[src/rtl/apb_master_bridge.sv]
// rtl/apb_master_bridge.sv - single-request host port to APB master bridge
// One transfer in flight; a stalled ACCESS phase is aborted after TIMEOUT cycles.
module apb_master_bridge #(
  parameter int TIMEOUT = 16
) (
  input  logic        clk,
  input  logic        rst,
  input  logic        req_valid,
  output logic        req_ready,
  input  logic [19:0] req_addr,
  input  logic        req_write,
  input  logic [31:0] req_wdata,
  output logic        rsp_valid,
  output logic [31:0] rsp_rdata,
  output logic        rsp_err,
  output logic [19:0] paddr,
  output logic        pwrite,
  output logic [31:0] pwdata,
  output logic        psel,
  output logic        penable,
  input  logic [31:0] prdata,
  input  logic        pready,
  input  logic        pslverr
);

  typedef enum logic [1:0] {
    IDLE,
    SETUP,
    ACCESS
  } state_t;

  localparam logic [7:0] WAIT_LAST = 8'(TIMEOUT - 1);

  state_t     state;
  logic [7:0] wait_cnt;

  // Ready is withheld during reset so nothing is accepted on the reset edge.
  assign req_ready = (state == IDLE) && !rst;

  always_ff @(posedge clk) begin
    if (rst) begin
      state     <= IDLE;
      psel      <= 1'b0;
      penable   <= 1'b0;
      pwrite    <= 1'b0;
      paddr     <= 20'h0;
      pwdata    <= 32'h0;
      rsp_valid <= 1'b0;
      rsp_err   <= 1'b0;
      rsp_rdata <= 32'h0;
      wait_cnt  <= 8'h0;
    end else begin
      rsp_valid <= 1'b0;
      case (state)
        IDLE: begin
          if (req_valid) begin
            paddr  <= req_addr;
            pwrite <= req_write;
            pwdata <= req_wdata;
            psel   <= 1'b1;
            state  <= SETUP;
          end
        end
        SETUP: begin
          penable  <= 1'b1;
          wait_cnt <= 8'h0;
          state    <= ACCESS;
        end
        ACCESS: begin
          // pready wins over an expiring wait count in the same cycle.
          if (pready) begin
            psel      <= 1'b0;
            penable   <= 1'b0;
            rsp_valid <= 1'b1;
            rsp_err   <= pslverr;
            rsp_rdata <= pwrite ? 32'h0 : prdata;
            state     <= IDLE;
          end else if (wait_cnt == WAIT_LAST) begin
            psel      <= 1'b0;
            penable   <= 1'b0;
            rsp_valid <= 1'b1;
            rsp_err   <= 1'b1;
            rsp_rdata <= 32'h0;
            state     <= IDLE;
          end else begin
            wait_cnt <= wait_cnt + 8'd1;
          end
        end
        default: begin
          psel    <= 1'b0;
          penable <= 1'b0;
          state   <= IDLE;
        end
      endcase
    end
  end

endmodule

[config.mk]
export PLATFORM = sky130hd
export DESIGN_NAME = apb_master_bridge
export DESIGN_NICKNAME = d
export VERILOG_FILES = /design/src/rtl/apb_master_bridge.sv
export SDC_FILE = /design/constraint.sdc
export NUM_CORES = 1
export LEC_CHECK = 0
export BUFFER_PORTS_ARGS = -buffer_cell sky130_fd_sc_hd__buf_2
export CELL_PAD_IN_SITES_DETAIL_PLACEMENT = 1
export CELL_PAD_IN_SITES_GLOBAL_PLACEMENT = 1
export CORE_MARGIN = 2
export CORE_UTILIZATION = 35
export CTS_CLUSTER_DIAMETER = 30
export DETAILED_ROUTE_END_ITERATION = 8
export GPL_TIMING_DRIVEN = 1
export PLACE_DENSITY_LB_ADDON = 0.12
export SLEW_MARGIN = 20
export SYNTH_ARGS = -nofsm -noshare
export SYNTH_HDL_FRONTEND = slang
export SYNTH_SLANG_ARGS = --single-unit
[constraint.sdc]
create_clock -name clk -period 2.2 [get_ports clk]
set_clock_uncertainty 0.1 [all_clocks]
set_input_delay 0.22 -clock clk [delete_from_list [all_inputs] [get_ports clk]]
set_output_delay 0.22 -clock clk [all_outputs]
set_load 0.02 [all_outputs]
==> results.toml <==
[cells_and_area]
n_antenna_cell = 0
design_area_um2 = 5660
instances_no_fill = 769
n_fill_cell = 1437
drive_gt1_frac = 0.344
syn_to_final_growth_pct = 32.8
final_nets = 708

[setup_path]
start_kind = "flip-flop"
critPathKind = "reg -> reg"
cp.required_ps = 2330
cp_slowest_stage_delay_ps = 700
worstPathArrival_ps = 1850
crit_family = "flip-flops"
cp_slowest_cell = "dfxtp_1"
r2r-end = "wait_cnt[0]"
cp-endpoint = "wait_cnt[0]"
crit_chain = "nand2b_1 > and3b_1 > mux2_1"
rr_worst_depth = 3
cp_num_cells = 3
worst-r2r-setup-slack_ps = 490
startpoint = "state[0]"
end_kind = "flip-flop"
crit_fanout = 15
crit-reg2reg-launch = "state[0]"
cp_num_buf_inv = 0

[logic_synthesis]
ys_async_sr_fraction = 0
ys_seq_area_frac = 0.465
ys.flop_type = "dfxtp_1"
synth_edf_count = 0
syn_area_um2 = 4260
syn_area_per_cell_um2 = 9.55
synth_fp_nets = 537
yosysWarnings = 0
ys_seq_elements = 99
synth.distinct_cells = 45
synthCells = 446

[global_routing]
track_usage = 0.191
grt-ovfl-total = 0
grt_pass1_vias = 4124
grt_max_degree = 50
grt_antenna_before_repair = 0
grt_pass1_wl_um = 20000

[placed_design]
gp_congestion = 0.749
portBuffers = 179
postPlaceCellArea_um2 = 5290
place_inst = 745
dp_hpwl_um = 8570

[routing]
viasPerCell = 5.22
drc = 0
vias = 4011
first_pass_iters = 4
drt_iter0_drc = 150
ant_nets = 0
wl_per_cell_um = 16.2
totalWireLength_um = 12500

[power]
power_density_nw_per_um2 = 732
ir_drop_mv = 0.302
p_leak_uw = 0.00275

[sta]
period_share = 0.778
fmax_mhz = 584
whs_ps = 14.8
relSlewSlack = 0.604
hold_violations = 0
worst_pin_slew_ps = 593
setup_viol = 0
drv_slew = 0
finalSetupTns_ps = 0
period_needed_ps = 1710
rsz0062_at_grt = "false"

[clock_network]
htree_levels = 3
cts_tree = "built"
post_cts_resized = 0
cts_buffer_depth = 2
cts_root_buf = "clkbuf_16"
cts_buffers = 9
clk_pin_slew_ps = 70
clk_latency_ps = 350
cts_setup_buffers = 0
clock_sinks = 99

[die]
die_y_um = 114
start_util = 0.356
die_x_um = 114
coreArea_um2 = 12000
placementRows = 40
die_area_um2 = 13100
ios = 180

[worst_hold_path]
hold_class = "in -> reg"

[job]
maxCapViolCount = 0

[run_status]
outcome = "finished clean"
worst min-delay path by stage:
stage | from | to | slack (ps) | cells after the start
finish | prdata[7] | rsp_rdata[7] | 10 | 3
global route | prdata[20] | rsp_rdata[20] | 20 | 3
CTS | prdata[26] | rsp_rdata[26] | 0.3 | 3
detailed placement | req_wdata[28] | pwdata[28] | 360 | 3
global placement | req_wdata[21] | pwdata[21] | 360 | 3
floorplan | req_addr[3] | paddr[3] | 270 | 2
sequential cells by signal, summed over array words and instances (netlist names):
register and flops:
pwdata 32, rsp_rdata 32, paddr 20, wait_cnt 8, state 2, penable 1
psel 1, pwrite 1, rsp_err 1, rsp_valid 1
cell type report:
| type | count | area, µm² | share of cell area |
|---|---|---|---|
| Timing Repair Buffer | 202 | 1100 | 0.195 |
| Tap cell | 147 | 184 | 0.0325 |
| Sequential cell | 99 | 1980 | 0.350 |
| Clock inverter | 1 | 5.00 | 0.000885 |
| Inverter | 5 | 18.8 | 0.00332 |
| Clock buffer | 15 | 288 | 0.0509 |
| Multi-Input combinational cell | 300 | 2080 | 0.367 |
worst register-to-register path, stage by stage (launching register included):
cell	delay, ps
dfxtp_1	700
nand2b_1	280
and3b_1	240
mux2_1	290
per-layer routing:
| metal | wire (µm) | GRT usage | up-vias | part of all wire |
|---|---|---|---|---|
| li1 | - | - | 1947 | - |
| met1 | 5440 | 0.225 | 1927 | 0.44 |
| met2 | 6100 | 0.331 | 122 | 0.49 |
| met3 | 689 | 0.0445 | 15 | 0.055 |
| met4 | 229 | 0.0846 | 0 | 0.018 |
| met5 | 0 | 0 | - | 0 |
layout by cell type (no fill, tap or decap), types with 3 or more instances in the layout:
cell / synthesis / layout
a32oi_1: 32 / 32
clkbuf_16: 0 / 9
buf_4: 7 / 15
nor2b_1: 36 / 35
nor3b_1: 3 / 3
dfxtp_1: 99 / 99
buf_2: 9 / 178
nand2b_1: 4 / 4
o211ai_1: 35 / 35
nor2_1: 62 / 62
clkbuf_8: 0 / 4
mux2i_1: 54 / 54
inv_1: 5 / 5
nand2_1: 33 / 33
a211oi_1: 3 / 3
dlygate4sd3_1: 0 / 8
through the flow:
stage	utilization	power (µW)	worst slack (ps)
3_5_place_dp	0.442	2620	499
2_1_floorplan	-	2370	550
4_1_cts	0.473	4200	491
6_report	0.473	4140	488
5_1_grt	0.473	4340	385
3_3_place_gp	0.442	2600	546
synth_stat cells (all sizes together), types with 2 or more instances:
cell,instances,area (µm²)
dfxtp,99,1980
nor2,62,233
mux2i,54,541
nor2b,36,225
o211ai,35,263
nand2,33,124
a32oi,32,280
clkbuf,26,98.8
buf,16,97.6
inv,5,18.8
nor3b,5,47.5
nand2b,4,25.0
a211oi,3,22.5
a31oi,2,12.5
a32o,2,20.0
and3,2,12.5
and3b,2,17.5
mux2,2,22.5
nand4,2,12.5
nand4b,2,17.5
o21ai,2,21.3
o2bb2ai,2,17.5
cell families after synthesis:
| logic type | after synthesis | share of synthesized area |
|---|---|---|
| multiplexers | 56 | 0.132 |
| flip-flops | 99 | 0.465 |
| AO/OA/AOI/OAI | 85 | 0.163 |
| AND/OR/NAND/NOR | 158 | 0.186 |
| buffers and inverters | 47 | 0.0505 |
| adder cells (fa/ha/maj) | 1 | 0.00294 |
power by group:
group / internal [µW] / switching, µW
sequential: 1890 / 52.7
combinational: 265 / 378
clock: 891 / 663
total: 3050 / 1090
what timing repair did:
action | CTS | global route
hold buffers | 8 | 0
hold endpoints to repair | 8 | 0
endpoints found under the setup margin | 0 | 0
(Power assumes the default switching activity.)
